--- config.mk ---
export PLATFORM = sky130hd
export DESIGN_NAME = spi_master_seq
export DESIGN_NICKNAME = d
export VERILOG_FILES = /design/src/rtl/spi_cmd_pkg.sv /design/src/rtl/spi_frame_shifter.sv /design/src/rtl/spi_master_seq.sv
export SDC_FILE = /design/constraint.sdc
export NUM_CORES = 1
export LEC_CHECK = 0
export ABC_AREA = 1
export BUFFER_PORTS_ARGS = -buffer_cell sky130_fd_sc_hd__buf_2
export CAP_MARGIN = 20
export CORE_ASPECT_RATIO = 0.6
export CORE_MARGIN = 2
export CORE_UTILIZATION = 62
export CTS_CLUSTER_DIAMETER = 60
export DETAILED_ROUTE_END_ITERATION = 16
export PLACE_DENSITY = 0.84
export SLEW_MARGIN = 20
export SYNTH_ARGS = -nofsm -noshare
export SYNTH_HDL_FRONTEND = slang
export SYNTH_SLANG_ARGS = --single-unit
export TNS_END_PERCENT = 5
--- constraint.sdc ---
create_clock -name clk -period 3.1 [get_ports clk]
set_input_delay 0.62 -clock clk [delete_from_list [all_inputs] [get_ports clk]]
set_output_delay 0.62 -clock clk [all_outputs]
set_load 0.01 [all_outputs]
--- src/rtl/spi_cmd_pkg.sv ---
// Shared definitions for the SPI master sequencer: frame commands, widths
// and FSM state encoding.
package spi_cmd_pkg;

    localparam int FRAME_W   = 10;
    localparam int DATA_W    = 8;
    localparam int ADDR_W    = 8;
    localparam int IDX_W     = 4;
    localparam int CAP_IDX_W = 3;

    typedef enum logic [1:0] {
        CMD_WA = 2'b00,
        CMD_WD = 2'b01,
        CMD_RA = 2'b10,
        CMD_RD = 2'b11
    } cmd_e;

    typedef enum logic [2:0] {
        IDLE,
        SEL,
        CMD,
        SHIFT,
        RD_WAIT,
        CAPTURE,
        GAP,
        DONE
    } state_e;

    function automatic logic [FRAME_W-1:0] make_frame(input cmd_e cmd,
                                                      input logic [DATA_W-1:0] payload);
        return {cmd, payload};
    endfunction

endpackage

--- src/rtl/spi_frame_shifter.sv ---
// Frame shifter: 10-bit parallel-in word presented one bit at a time by index,
// plus an 8-bit LSB-first capture register for returned read data.
module spi_frame_shifter
    import spi_cmd_pkg::*;
(
    input  logic               clk,
    input  logic               rst_n,
    input  logic               load,
    input  logic [FRAME_W-1:0] load_word,
    input  logic               shift_en,
    input  logic               cap_en,
    input  logic               clear,
    input  logic               miso,
    output logic               cmd_bit,
    output logic               tx_bit,
    output logic               last_bit,
    output logic               last_cap,
    output logic [DATA_W-1:0]  cap_data
);

    localparam logic [IDX_W-1:0]     BIT_END  = IDX_W'(FRAME_W);
    localparam logic [CAP_IDX_W-1:0] CAP_LAST = CAP_IDX_W'(DATA_W - 1);

    logic [FRAME_W-1:0]   word;
    logic [IDX_W-1:0]     bit_idx;
    logic [CAP_IDX_W-1:0] cap_idx;

    always_ff @(posedge clk) begin
        if (load) begin
            word <= load_word;
        end
        if (cap_en) begin
            cap_data[cap_idx] <= miso;
        end
    end

    // bit_idx names the bit MOSI will carry after the next edge, so it runs one ahead
    always_ff @(posedge clk or negedge rst_n) begin
        if (!rst_n) begin
            bit_idx <= '0;
            cap_idx <= '0;
        end else begin
            if (load || clear) begin
                bit_idx <= '0;
            end else if (shift_en) begin
                bit_idx <= bit_idx + 1'b1;
            end
            if (load || clear) begin
                cap_idx <= '0;
            end else if (cap_en) begin
                cap_idx <= cap_idx + 1'b1;
            end
        end
    end

    assign cmd_bit  = word[FRAME_W-1];
    assign tx_bit   = (bit_idx < BIT_END) ? word[bit_idx] : 1'b0;
    assign last_bit = (bit_idx == BIT_END);
    assign last_cap = (cap_idx == CAP_LAST);

endmodule

--- src/rtl/spi_master_seq.sv ---
// SPI master sequencer: turns one host read/write request into the WA/WD or
// RA/RD frame sequence and returns the captured byte for reads.
module spi_master_seq
    import spi_cmd_pkg::*;
#(
    parameter int GAP_CYC = 2,
    parameter int RD_LAT  = 3
) (
    input  logic              clk,
    input  logic              rst_n,
    input  logic              req_valid,
    output logic              req_ready,
    input  logic              req_rnw,
    input  logic [ADDR_W-1:0] req_addr,
    input  logic [DATA_W-1:0] req_wdata,
    output logic              rsp_valid,
    output logic [DATA_W-1:0] rsp_rdata,
    output logic              busy,
    output logic              SS_n,
    output logic              MOSI,
    input  logic              MISO
);

    localparam int CNT_W = 8;
    localparam logic [CNT_W-1:0] GAP_LAST = CNT_W'(GAP_CYC - 1);
    localparam logic [CNT_W-1:0] LAT_LAST = CNT_W'(RD_LAT - 1);

    state_e             state, next_state;
    logic               rnw_q;
    logic [DATA_W-1:0]  wdata_q;
    logic               second_q, second_d;
    logic [CNT_W-1:0]   cnt;
    logic               cnt_inc;
    logic               ss_n_d, mosi_d, rdata_upd;
    logic               load, shift_en, cap_en, clear;
    logic [FRAME_W-1:0] load_word;
    logic               cmd_bit, tx_bit, last_bit, last_cap;
    logic [DATA_W-1:0]  cap_data;

    spi_frame_shifter u_shifter (
        .clk      (clk),
        .rst_n    (rst_n),
        .load     (load),
        .load_word(load_word),
        .shift_en (shift_en),
        .cap_en   (cap_en),
        .clear    (clear),
        .miso     (MISO),
        .cmd_bit  (cmd_bit),
        .tx_bit   (tx_bit),
        .last_bit (last_bit),
        .last_cap (last_cap),
        .cap_data (cap_data)
    );

    always_ff @(posedge clk) begin
        if (state == IDLE && req_valid) begin
            rnw_q   <= req_rnw;
            wdata_q <= req_wdata;
        end
    end

    // SS_n/MOSI are loaded with the values of the state being entered, so they line up with it
    always_ff @(posedge clk or negedge rst_n) begin
        if (!rst_n) begin
            state     <= IDLE;
            second_q  <= 1'b0;
            cnt       <= '0;
            SS_n      <= 1'b1;
            MOSI      <= 1'b0;
            rsp_rdata <= '0;
        end else begin
            state    <= next_state;
            second_q <= second_d;
            cnt      <= cnt_inc ? cnt + 1'b1 : '0;
            SS_n     <= ss_n_d;
            MOSI     <= mosi_d;
            if (rdata_upd) begin
                rsp_rdata <= rnw_q ? cap_data : '0;
            end
        end
    end

    always_comb begin
        next_state = state;
        second_d   = second_q;
        ss_n_d     = 1'b1;
        mosi_d     = 1'b0;
        load       = 1'b0;
        load_word  = make_frame(CMD_WA, req_addr);
        shift_en   = 1'b0;
        cap_en     = 1'b0;
        clear      = 1'b0;
        cnt_inc    = 1'b0;
        rdata_upd  = 1'b0;
        case (state)
            IDLE: begin
                if (req_valid) begin
                    load       = 1'b1;
                    load_word  = make_frame(req_rnw ? CMD_RA : CMD_WA, req_addr);
                    second_d   = 1'b0;
                    next_state = SEL;
                    ss_n_d     = 1'b0;
                end
            end
            SEL: begin
                next_state = CMD;
                ss_n_d     = 1'b0;
                mosi_d     = cmd_bit;
            end
            CMD: begin
                next_state = SHIFT;
                ss_n_d     = 1'b0;
                mosi_d     = tx_bit;
                shift_en   = 1'b1;
            end
            SHIFT: begin
                if (last_bit) begin
                    if (second_q && rnw_q) begin
                        next_state = RD_WAIT;
                        ss_n_d     = 1'b0;
                    end else begin
                        next_state = GAP;
                    end
                end else begin
                    ss_n_d   = 1'b0;
                    mosi_d   = tx_bit;
                    shift_en = 1'b1;
                end
            end
            RD_WAIT: begin
                ss_n_d = 1'b0;
                if (cnt == LAT_LAST) begin
                    next_state = CAPTURE;
                    clear      = 1'b1;
                end else begin
                    cnt_inc = 1'b1;
                end
            end
            CAPTURE: begin
                cap_en = 1'b1;
                if (last_cap) begin
                    next_state = GAP;
                end else begin
                    ss_n_d = 1'b0;
                end
            end
            GAP: begin
                if (cnt == GAP_LAST) begin
                    if (!second_q) begin
                        load       = 1'b1;
                        load_word  = rnw_q ? make_frame(CMD_RD, '0) : make_frame(CMD_WD, wdata_q);
                        second_d   = 1'b1;
                        next_state = SEL;
                        ss_n_d     = 1'b0;
                    end else begin
                        next_state = DONE;
                        rdata_upd  = 1'b1;
                    end
                end else begin
                    cnt_inc = 1'b1;
                end
            end
            DONE: begin
                next_state = IDLE;
            end
            default: begin
                next_state = IDLE;
            end
        endcase
    end

    assign req_ready = (state == IDLE);
    assign rsp_valid = (state == DONE);
    assign busy      = (state != IDLE) && (state != DONE);

endmodule

After elaboration in Yosys (flattened, before gate mapping) --
Index checks and enable logic that the tools add are counted.
Word-level totals: flip-flop bits (word level) 56, bits in latches 0, memory bits (writable) 0, memory bits (read-only) 0, bits of input ports 21, output and inout port bits 13, logic and storage cells 101, memories 0
Cells by class: add/sub/neg operators 3, $mul 0, div/mod/pow operators 0, order comparisons 4, equal/unequal tests 17, shifts and indexed selects 0, multiplexer cells 52, bitwise logic cells 0, reduce and logical (&&, ||, !) cells 13
Operators by type and width (number):
- two-way mux 10 bit | 4
- two-way mux 3 bit | 8
- one-hot mux 3 bit (8 select lines) | 1
- two-way mux 1 bit | 23
- one-hot mux 10 bit (2 select lines) | 1
- two-way mux 8 bit | 2
- == test 3 bit, second input constant | 5
- != test 2 bit, second input constant | 5
- adder 8 x 1 -> 8 bit, second input constant | 1
- bitwise mux 8 bit | 1
- == test 8 x 1 -> 1 bit, second input constant | 1
- == test 8 x 2 -> 1 bit, second input constant | 1
- two-way mux 4 bit | 2
- one-hot mux 1 bit (2 select lines) | 4
- == test 3 x 2 -> 1 bit, second input constant | 2
- nonzero test 2 bit | 3
- less-than comparator 4 x 5 -> 1 bit, second input constant | 1
- one-hot mux 1 bit (5 select lines) | 1
- AND reduction 5 bit | 1
- adder 4 x 1 -> 4 bit, second input constant | 1
- binary-select mux 1 bit (select 4 bit) | 1
- == test 4 bit, second input constant | 1
- logical AND 1 bit | 4
- less-than comparator 3 x 4 -> 1 bit, second input constant | 1
- other kinds (13) | 14

Depth between registers and ports, before layout --
Gate-level depths: netlist (run 1).
word-level depth 5, gate-level depth with buffers 10, gate-level depth less buffers 9

Modules after synthesis --
A second synthesis (run 1) with hierarchy kept.
Unflattened totals: cell total of the unflattened synthesis 308, area total of the unflattened synthesis 2874.0 um^2
Modules (own cells, without submodules):
- spi_master_seq | instances 1, cells an instance 207, area an instance 1778.0 um^2, seq. area each 822.0 um^2
- spi_frame_shifter | instances 1, cells an instance 101, area an instance 1096.1 um^2, seq. area each 715.7 um^2

Worst setup path before layout (run 1) --
OpenSTA, ideal clock, no wires.
kind register -> register, from register cnt[1], to register u_shifter.word[0], enable pin, library setup time 340 ps, arrival time 1347 ps, data required time 2760 ps, slack 1413 ps, stages on the path, launching flop included 8, buffers on the path 1, period minus slack after synthesis 1687 ps, cells stage by stage dfrtp_1 -> inv_1 -> ha_1 -> nand2_4 -> nor2_8 -> nand3_4 -> buf_6 -> nand2_1
On the way: word-level cells in the longest chain between the ends 3
RTL lines:
- start, declared | line spi_master_seq.sv:32 | logic [CNT_W-1:0] cnt;
- start signal, assigned | line spi_master_seq.sv:75 | cnt <= cnt_inc ? cnt + 1'b1 : '0;
- == test 8 x 1 -> 1 bit | line spi_master_seq.sv:149 | if (cnt == GAP_LAST) begin
- two-way mux 1 bit | line spi_master_seq.sv:149
- one-hot mux 1 bit (2 select lines) | line spi_master_seq.sv:96 | case (state)
- via load | line spi_master_seq.sv:35 | logic load, shift_en, cap_en, clear;
- end signal, assigned | line spi_frame_shifter.sv:30 | word <= load_word;
- end, declared | line spi_frame_shifter.sv:24 | logic [FRAME_W-1:0] word;
The timed path passes the listed nets, and every way through them passes these cells. A chain may end at the register's enable or synchronous reset.

Worst setup path in the final report (run 1) --
from register state[0], to output port req_ready
On the way: word-level cells in the longest chain between the ends 1
RTL lines:
- start, declared | line spi_master_seq.sv:28 | state_e state, next_state;
- start signal, assigned | line spi_master_seq.sv:73 | state <= next_state;
- zero test 3 bit | line spi_master_seq.sv:173 | assign req_ready = (state == IDLE);
- end, declared | line spi_master_seq.sv:12 | output logic req_ready,
Every way passes these cells.

==> summary.md, run 1 <==
| Metric | Value |
|---|---|
| Final Cell Area | `0.00317 mm2` |
| Yosys synthesis warning count | `0` |
| Critical path endpoint category | `primary output` |
| Gate Count Post-Synth | `331` |
| CTS Buf Count | `5` |
| Clk slew on worst S/H paths | `about 0.09 ns` |
| Final Hold Vio Count | `0` |
| Slew Limit Fails | `0` |
| Worst-Margin Slew | `roughly 0.67 ns` |
| Critical Path, Cell by Cell | `nor2_2, inv_2, nor2_1, buf_2` |
| VDD IR max | `0.441 mV` |
| CP Launch Type | `flop` |
| Initial core utilization | `between 60% and 70%` |
| Worst EP arrival | `1.42 ns` |
| Post-Syn Nets | `approximately 360` |
| Leak pwr | `1.57 nW` |
| Detailed Place HPWL | `4510 um` |
| Worst Clk Skew | `between 0.007 and 0.008 ns` |
| Drt total wl | `5950 um` |
| Status | `complete, no violations` |
| Pre-Repair DR Iteration Count | `5` |
| Post-synth top area share | `28.2%` |
| P&R area growth vs syn | `10.0%` |
| Netlist cell types | `35` |
| Avg Cell Area, Syn | `about 8.7 um2` |
| Standard-cell rows | `19` |
| Critical Path RT | `between 2 and 2.5 ns` |
| Dpl cell area | `0.00307 mm2` |
| # fillers | `around 370` |
| Ant diodes | `0` |
| Post_cts resized | `0` |
| Fin crit period | `2.04 ns` |
| Crit path max-delay cell type | `dfrtp_1` |
| Initial antenna violation count | `0` |
| Number of global-route vias before repair | `between 2000 and 2500` |
| DRC | `0` |
| Total GRT Usage | `25.7%` |
| Clk sink count | `between 50 and 60` |
| Post-CTS Hold Fix Bufs | `0` |
| H-tree levels | `2` |
| Cell taking the most area after synthesis | `edfxtp_1` |
| Initial drt markers | `between 200 and 250` |
| Grt ovf | `0` |
| Via Count | `2250` |
| Worst R2R Start | `cnt[1]` |
| Final setup viols | `0` |
| CTS tree | `built` |
| I/O pin count | `34` |
| Clk buf depth | `2` |
| Critical Path Source | `state[0]` |
| Yosys reg bits | `56` |
| Maximum fanout along the worst path | `9` |
| Layout cell share with drive strength beyond 1 | `20.0%` |
| Worst min path class | `in2async` |
| Post-CTS Setup Inserts | `0` |
| First-pass GRT wire length | `approximately 10000 um` |
| PD cells | `763 mW/mm2` |
| DR WL/cell | `around 14 um` |
| Largest net degree at the start of global routing | `30` |
| Period utilization | `65.8%` |
| Port bufs | `33` |
| Nets@finish | `about 390` |
| Synth Cell Area | `0.00288 mm2` |
| Post-synthesis sequential area ratio | `between 50% and 60%` |
| Gp weighted congestion | `~0.9` |
| Antenna-violating nets left | `0` |
| CP Class | `reg2out` |
| Worst stage delay on the critical path | `a little over 0.5 ns` |
| Max Cap Viol | `0` |
| RSZ-0062 raised after global routing | `no` |
| Clk_lat worst skew | `between 0.3 and 0.4 ns` |
| Die Height | `56.8 um` |
| Setup TNS | `0 ns` |
| Core area | `0.00452 mm2` |
| Clock tree root buffer cell | `clkbuf_8` |
| Max-Slew Margin vs Limit | `55.2%` |
| Die W | `92.0 um` |
| Max Clk Rate | `between 400 and 500 MHz` |
| Total Die Area | `~0.0052 mm2` |
| Top cells by area, synth | `edfxtp_1 (28%), dfrtp_1 (24%), nand2_1 (11%)` |
| Via density | `approximately 5.3` |
[cells in the mapped netlist]
cell and number:
dfrtp_1 28, o21ai_0 3, buf_4 1, o21ai_1 17, edfxtp_1 27, o2111ai_1 1
nor2_1 44, inv_4 1, ha_1 6, nand2_1 88, nor3_2 4, nor2_8 1
buf_6 3, nand3_1 12, nand3_2 3, inv_1 48, nand2_4 1, clkbuf_1 1
nor3b_1 1, inv_2 8, nand3_4 1, nor2_2 5, nand4_1 4, nor4_1 2
a21oi_1 5, o21ai_2 1, dfstp_2 1, nand2_2 3, nor2_4 3, xnor2_1 1
nor3b_2 1, buf_2 2, nand3b_1 2, o21a_1 1, nor3_1 1
[report_power, final]
part / switching, mW / internal (mW) / leakage [nW] / total (mW)
Combinational: 0.582 / 0.294 / 0.890 / 0.876
Sequential: 0.165 / 0.949 / 0.633 / 1.11
Clock: 0.223 / 0.204 / 0.0515 / 0.427
[flip-flops by register name, summed over array words and instances, names as in the netlist]
name	count
SS_n	1
rnw_q	1
MOSI	1
u_shifter.bit_idx	4
state	3
second_q	1
u_shifter.cap_data	8
cnt	8
wdata_q	8
u_shifter.cap_idx	3
rsp_rdata	8
u_shifter.word	10
[cell families after synthesis]
logic type                 synth area share (%)
buffers and inverters                      9.43
and+or+nand+nor                            29.0
xor gates and xnor gates                  0.304
AOI/OAI and AO/OA                          5.21
adders and majority gates                  2.61
DFF                                        53.4
[per-layer routing]
metal | GRT usage (%) | up-vias | routed length, um
met4 | 7.04 | 0 | 70
li1 | - | 1098 | -
met5 | 0 | - | 0
met1 | 38.3 | 1034 | 2740
met3 | 6.98 | 7 | 558
met2 | 37.3 | 111 | 2580
[layout by cell type, fill, tap and decap left out, drive strengths merged]
cell and instances:
a21oi 5, buf 33, clkbuf 8, dfrtp 28, dfstp 1, edfxtp 27
ha 6, inv 57, nand2 92, nand3 16, nand3b 2, nand4 4
nor2 53, nor3 5, nor3b 2, nor4 2, o2111ai 1, o21a 1
o21ai 21, xnor2 1
[critical path, delay by kind of cell (launching register included)]
family / cells / cell delay (ns)
buf+inv: 2 / 0.23
simple gates: 2 / 0.37
flops: 1 / 0.51
[metrics by stage]
stage	hold slack (ns)	power [mW]	setup WS (ns)	utilization [%]	cells
CTS	0.355	2.41	1.07	70.1	428
global route	0.381	2.59	0.946	70.1	428
global placement	0.467	1.93	1.35	67.9	420
finish	0.331	2.42	1.06	70.1	428
floorplan	0.324	1.76	1.41	-	331
detailed placement	0.474	1.99	1.21	67.9	420
[final timing paths]
path,end,slack (ns),cells past startpoint
max reg2reg,state[1],1.20,9
max,req_ready,1.06,4
max in group asynchronous,state[2],2.34,1
min reg2reg,rsp_rdata[4],0.49,2
min in group clk,wdata_q[3],0.48,1
min,cnt[1],0.33,1
[final cells by class]
type | instances | area, um2 | area share, %
repair buffers | 33 | 165 | 5.21
clock buffers | 8 | 100 | 3.16
flip-flops and latches | 56 | 1540 | 48.5
multi-input cells | 211 | 1070 | 33.8
inverters | 57 | 216 | 6.83
well taps | 63 | 78.8 | 2.49
Note: power is estimated with default switching activity, not from simulation.
==> inputs of run 2 (changes only) <==
Settings changed: CORE_UTILIZATION 62 to 58, PLACE_DENSITY 0.84 to 0.79.
Clock period 3.1 ns to 2.09 ns, I/O delays scaled along.
==> summary.md, run 2 (synthesized netlist as in run 1, its figures left out) <==
| Metric | Value |
|---|---|
| PD cells | `1130 mW/mm2 (+48%)` |
| Dpl cell area | `0.00308 mm2 (+0.49%)` |
| Gp weighted congestion | `0.898 (about the same)` |
| Largest Register | `u_shifter.word` |
| Max Clk Rate | `~500 MHz` |
| Max reg flops | `10 (unchanged)` |
| Comb power frac | `37.9% (+1.6 points)` |
| Total Die Area | `0.00556 mm2 (+6.5%)` |
| Post_cts resized | `0 (unchanged)` |
| H-tree levels | `2 (unchanged)` |
| Final Hold Vio Count | `0 (unchanged)` |
| Worst Clk Skew | `0.00538 ns (-0.00194 ns)` |
| Clock Power Share | `16.7% (-1.0 points)` |
| Placed Cells incl. Taps | `422 (+0.48%)` |
| Worst min path class | `in2async` |
| CP Class | `reg2out` |
| Worst-Margin Slew | `0.660 ns (-0.0126 ns)` |
| Via Count | `2200 (-2.2%)` |
| Setup TNS | `0 ns (unchanged)` |
| Detailed Place HPWL | `4540 um (+0.76%)` |
| Clk sink count | `56 (unchanged)` |
| Highest routed layer | `met4` |
| RSZ-0062 raised after global routing | `no` |
| # fillers | `378 (+3.0%)` |
| Final setup viols | `0 (unchanged)` |
| Total GRT Usage | `24.3% (-1.4 points)` |
| Number of global-route vias before repair | `2059 (-3.8%)` |
| Setup WS pre-CTS | `0.237 ns (-0.975 ns)` |
| CTS tree | `built` |
| Grt ovf | `0 (unchanged)` |
| Clock tree root buffer cell | `clkbuf_8` |
| DR WL/cell | `13.7 um (-1.4%)` |
| DRC | `0 (unchanged)` |
| Post-CTS Hold Fix Bufs | `0 (unchanged)` |
| Core area | `0.00468 mm2 (+3.7%)` |
| P&R area growth vs syn | `10.1% (about the same)` |
| Switching Share | `41.3% (+1.1 points)` |
| CP Launch Type | `flop` |
| Max Cap Viol | `0 (unchanged)` |
| Met3 Wirelength | `460 um (-18%)` |
| Layout cell share with drive strength beyond 1 | `20.4% (+0.44 points)` |
| Commonest non-fill, non-tap cell in the layout | `nand2_1` |
| Post-CTS Setup Inserts | `0 (unchanged)` |
| Slew Limit Fails | `0 (unchanged)` |
| Initial core utilization | `61.5% (-2.3 points)` |
| NetSw | `1.47 mW (+52%)` |
| Final std cells w/o fill | `430 (+0.47%)` |
| CP delay by family, top | `flip-flops` |
| Reg2reg setup slack | `0.20 ns (-1.00 ns)` |
| Crit path max-delay cell type | `dfrtp_1` |
| Cell Int Power | `2.10 mW (+45%)` |
| Via density | `5.12 (-2.7%)` |
| Period utilization | `94.9%` |
| Hold Slack | `0.119 ns (-0.212 ns)` |
| Met2 WL post-DR | `2390 um (-7.3%)` |
| Critical path endpoint category | `primary output` |
| Clk_lat worst skew | `0.32 ns (about the same)` |
| Status | `complete, no violations` |
| Fin crit period | `slightly below 2 ns` |
| Die Height | `58.6 um (+3.2%)` |
| Drt total wl | `5890 um (-0.96%)` |
| Ant diodes | `0 (unchanged)` |
| Worst EP arrival | `1.57 ns (+0.15 ns)` |
| Clk buf depth | `2 (unchanged)` |
| Port bufs | `33 (unchanged)` |
| Commonest cells after routing, fill and taps aside | `nand2_1 (88), inv_1 (48), nor2_1 (44)` |
| Die W | `95.0 um (+3.2%)` |
| Final worst slack | `0.106 ns (-0.953 ns)` |
| Initial antenna violation count | `0 (unchanged)` |
| Worst stage delay on the critical path | `0.55 ns (+0.04 ns)` |
| VDD IR max | `0.567 mV (+29%)` |
| WP buf/inv | `1 (-1)` |
| Max-Slew Margin vs Limit | `56.0% (+0.84 points)` |
| Standard-cell rows | `19 (unchanged)` |
| Antenna-violating nets left | `0 (unchanged)` |
| Critical Path, Cell by Cell | `nor2_2, o21ai_0, buf_2` |
| Maximum fanout along the worst path | `9 (unchanged)` |
| Largest net degree at the start of global routing | `30 (unchanged)` |
| First-pass GRT wire length | `9850 um (-3.1%)` |
| I/O pin count | `34 (unchanged)` |
| Clk slew on worst S/H paths | `0.10 ns (about the same)` |
| Leak pwr | `1.58 nW (+0.25%)` |
| Pre-Repair DR Iteration Count | `5 (unchanged)` |
| Critical Path RT | `1.67 ns (-0.81 ns)` |
| Final Cell Area | `0.00317 mm2 (about the same)` |
| Sequential power share | `45.5% (-0.6 points)` |
| Post-Route M1 WL | `2930 um (+7.1%)` |
| CTS Buf Count | `5 (unchanged)` |
| Nets@finish | `393 (+0.51%)` |
| Initial drt markers | `199 (-15%)` |
-- run 2: cell types whose count changed in the layout (fill, tap and decap cells not counted), sizes merged --
cell    previous run  this run
buf               33        35
clkbuf             8         5
clkinv             0         2
inv               57        58
-- run 2: worst paths after layout --
path	start	to	cells past startpoint
min in group clk	req_wdata[2]	wdata_q[2]	1
max reg2reg	cnt[1]	u_shifter.word[4]	6
min reg2reg	rsp_rdata[0]	rsp_rdata[0]	2
max in group asynchronous	rst_n	rsp_rdata[7]	1
min	rst_n	u_shifter.bit_idx[3]	1
max	state[0]	busy	3
-- run 2: area by class of cell --
| class | instances | area (um2) | area share (%) |
|---|---|---|---|
| clock buffers | 5 | 68.8 | 2.17 |
| clock inverters | 3 | 17.5 | 0.553 |
| inverters | 57 | 216 | 6.83 |
| multi-input cells | 211 | 1070 | 33.8 |
| flip-flops and latches | 56 | 1540 | 48.5 |
| well taps | 63 | 78.8 | 2.49 |
| repair buffers | 35 | 180 | 5.68 |
-- run 2: through the flow --
step / utilization (%) / total power, mW
final: 67.7 / 3.57
after detailed placement: 65.8 / 2.98
after global routing: 67.7 / 3.84
after CTS: 67.7 / 3.57
after global placement: 65.8 / 2.92
after floorplan: - / 2.61
-- run 2: power groups by stage --
stage	Combinational, mW	Clock, mW	Sequential [mW]
6_report	1.35	0.595	1.62
5_1_grt	1.53	0.662	1.65
4_1_cts	1.34	0.606	1.62
3_5_place_dp	1.34	0	1.64
3_3_place_gp	1.29	0	1.63
2_1_floorplan	1.03	0	1.58
-- run 2: layer usage --
metal | track usage [%] | vias to the layer above
met2 | 33.4 | 72
li1 | - | 1115
met1 | 36.4 | 1002
met5 | 0 | -
met3 | 7.55 | 11
met4 | 9.11 | 0
==> inputs of run 3 (changes only) <==
Settings changed: ABC_AREA 1 to default, CORE_UTILIZATION 58 to 57.
==> summary.md, run 3 <==
| Metric | Value |
|---|---|
| Status | `complete, no violations` |
| Number of synthesized flops with an enable pin | `27 (unchanged)` |
| Max reg flops | `10 (unchanged)` |
| Netlist cell types | `45 (+29%)` |
| Fin crit period | `1.97 ns (-0.00954 ns)` |
| First-pass GRT wire length | `8250 um (-16%)` |
| RSZ-0062 raised after global routing | `no` |
| Ys flop type | `dfrtp_1` |
| Synth Cell Area | `0.00263 mm2 (-8.7%)` |
| Reg2reg path depth | `5 (-1)` |
| Synth Area in XOR/XNOR | `2.67% (+2.4 points)` |
| Clk buf depth | `2 (unchanged)` |
| Final setup viols | `0 (unchanged)` |
| PD cells | `905 mW/mm2 (-20%)` |
| Post-CTS Hold Fix Bufs | `0 (unchanged)` |
| Slew Limit Fails | `0 (unchanged)` |
| Commonest cells after routing, fill and taps aside | `buf_2 (33), dfrtp_1 (28), edfxtp_1 (27)` |
| Post_cts resized | `0 (unchanged)` |
| Post-synthesis sequential area ratio | `58.5% (+5.1 points)` |
| Worst EP arrival | `2.04 ns (+0.47 ns)` |
| Port bufs | `33 (unchanged)` |
| Pre-Repair DR Iteration Count | `4 (-1)` |
| Max Clk Rate | `507 MHz (+0.48%)` |
| Largest Register | `u_shifter.word` |
| Worst min path class | `in2async` |
| Final Hold Vio Count | `0 (unchanged)` |
| Number of global-route vias before repair | `1691 (-18%)` |
| CP Launch Type | `flop` |
| H-tree levels | `2 (unchanged)` |
| Critical Path RT | `2.16 ns (+0.49 ns)` |
| Synth Area in Adders | `2.86% (+0.25 points)` |
| Leak pwr | `1.31 nW (-17%)` |
| Largest family of logic cells by synthesized area | `simple AND/OR/NAND/NOR gates` |
| Gate Count Post-Synth | `219 (-34%)` |
| Largest net degree at the start of global routing | `30 (unchanged)` |
| Worst Clk Skew | `0.0151 ns (+0.00970 ns)` |
| Multiplexer share of the synthesized area | `9.38% (+9.4 points)` |
| Post-Synth Simple-Gate Area | `17.6% (-11 points)` |
| Total Die Area | `0.00519 mm2 (-6.7%)` |
| Initial antenna violation count | `0 (unchanged)` |
| Worst reg2reg path endpoint | `u_shifter.word[0]` |
| Max Cap Viol | `0 (unchanged)` |
| CTS tree | `built` |
| Period utilization | `94.5% (-0.46 points)` |
| Ant diodes | `0 (unchanged)` |
| Via density | `5.50 (+7.4%)` |
| Die Height | `56.6 um (-3.4%)` |
| CTS Buf Count | `5 (unchanged)` |
| I/O pin count | `34 (unchanged)` |
| Post-synthesis compound-gate area fraction | `5.90% (+0.69 points)` |
| Cell taking the most area after synthesis | `edfxtp_1` |
| Max-Slew Margin vs Limit | `56.9% (+0.88 points)` |
| Post-Syn Nets | `246 (-31%)` |
| P&R area growth vs syn | `13.6%` |
| Total GRT Usage | `20.9% (-3.4 points)` |
| Top cells by area, synth | `edfxtp_1 (31%), dfrtp_1 (27%), mux2_2 (3.9%)` |
| Nets@finish | `288 (-27%)` |
| Initial core utilization | `58.5% (-3.0 points)` |
| CP Class | `reg2reg` |
| Post-synth top area share | `30.8% (+2.7 points)` |
| Post-CTS Setup Inserts | `0 (unchanged)` |
| DR WL/cell | `15.4 um (+12%)` |
| DRC | `0 (unchanged)` |
| Setup TNS | `0 ns (unchanged)` |
| Detailed Place HPWL | `3640 um (-20%)` |
| Core area | `0.00449 mm2 (-4.1%)` |
| Die W | `91.7 um (-3.5%)` |
| Worst-Margin Slew | `0.647 ns (-0.0133 ns)` |
| Antenna-violating nets left | `0 (unchanged)` |
| Gp weighted congestion | `0.822 (-8.5%)` |
| Worst R2R Start | `cnt[5]` |
| Avg Cell Area, Syn | `12.0 um2 (+38%)` |
| Initial drt markers | `140 (-30%)` |
| Yosys synthesis warning count | `0 (unchanged)` |
| Critical path endpoint category | `flop` |
| Clk slew on worst S/H paths | `0.10 ns (about the same)` |
| Clock tree root buffer cell | `clkbuf_8` |
| Standard-cell rows | `19 (unchanged)` |
| Via Count | `1786 (-19%)` |
| Yosys reg bits | `56 (unchanged)` |
| Post-synth ARST share | `51.8% (unchanged)` |
| Most common library cells after synthesis | `dfrtp_1 (28), edfxtp_1 (27), nor2_1 (22)` |
| Layout cell share with drive strength beyond 1 | `24.8% (+4.4 points)` |
| Pwr Total | `2.70 mW (-24%)` |
| Commonest non-fill, non-tap cell in the layout | `buf_2` |
| Clk sink count | `56 (unchanged)` |
| Reg2reg setup slack | `0.12 ns (-0.08 ns)` |
| Drt total wl | `5010 um (-15%)` |
| VDD IR max | `0.429 mV (-24%)` |
| Maximum fanout along the worst path | `10 (+1)` |
| Grt ovf | `0 (unchanged)` |
| Clk_lat worst skew | `0.31 ns (about the same)` |
| Count leader, synth | `dfrtp_1` |
-- run 3: layout make-up --
| class | count | area, um2 |
|---|---|---|
| Inverter | 13 | 48.8 |
| Multi-Input combinational cell | 144 | 1010 |
| Timing Repair Buffer | 41 | 225 |
| Sequential cell | 56 | 1540 |
| Fill cell | 368 | 1510 |
| Tap cell | 63 | 78.8 |
| Clock inverter | 1 | 8.76 |
| Clock buffer | 7 | 76.3 |
-- run 3: logic make-up after synthesis --
logic type	after synthesis
buf+inv	19
compound gates	24
flops	56
xor+xnor	8
fa+ha+maj	6
mux	21
simple gates	85
-- run 3: stage by stage --
step / hold WS (ns) / utilization, % / setup slack [ns] / area, um2 / cells
after floorplan: 0.122 / - / 0.148 / 2630 / 219
after global routing: 0.159 / 66.4 / 0.0535 / 2990 / 325
after CTS: 0.141 / 66.4 / 0.0950 / 2990 / 325
after detailed placement: 0.481 / 64.6 / 0.109 / 2900 / 317
final: 0.114 / 66.4 / 0.116 / 2990 / 325
after global placement: 0.470 / 64.6 / 0.206 / 2900 / 317
-- run 3: how the worst max path moves through the flow --
| stage | startpoint | endpoint | depth (start not counted) |
|---|---|---|---|
| after floorplan | state[1] | u_shifter.word[0] | 5 |
| after global placement | cnt[4] | u_shifter.word[1] | 5 |
| after detailed placement | cnt[5] | u_shifter.word[4] | 5 |
| after CTS | cnt[5] | u_shifter.word[5] | 5 |
| after global routing | state[1] | busy | 3 |
| final | cnt[5] | u_shifter.word[0] | 5 |
-- run 3: report_power, final --
part / leakage (nW) / switching [mW] / internal, mW
Sequential: 0.626 / 0.148 / 1.28
Combinational: 0.639 / 0.362 / 0.333
Clock: 0.0428 / 0.342 / 0.243
-- run 3: metal layers --
metal | track usage [%] | share of wire [%] | vias up
li1 | - | - | 852
met1 | 31.3 | 46 | 862
met2 | 29.3 | 45 | 63
met3 | 5.10 | 7.1 | 9
met4 | 8.87 | 1.4 | 0
met5 | 0 | 0 | -
-- run 3: critical path: stages, from the launching register on --
cell and delay [ns]:
dfrtp_1 0.46, nor4_4 0.39, nand3_4 0.16, nor3_4 0.18
buf_4 0.20, mux2_2 0.35
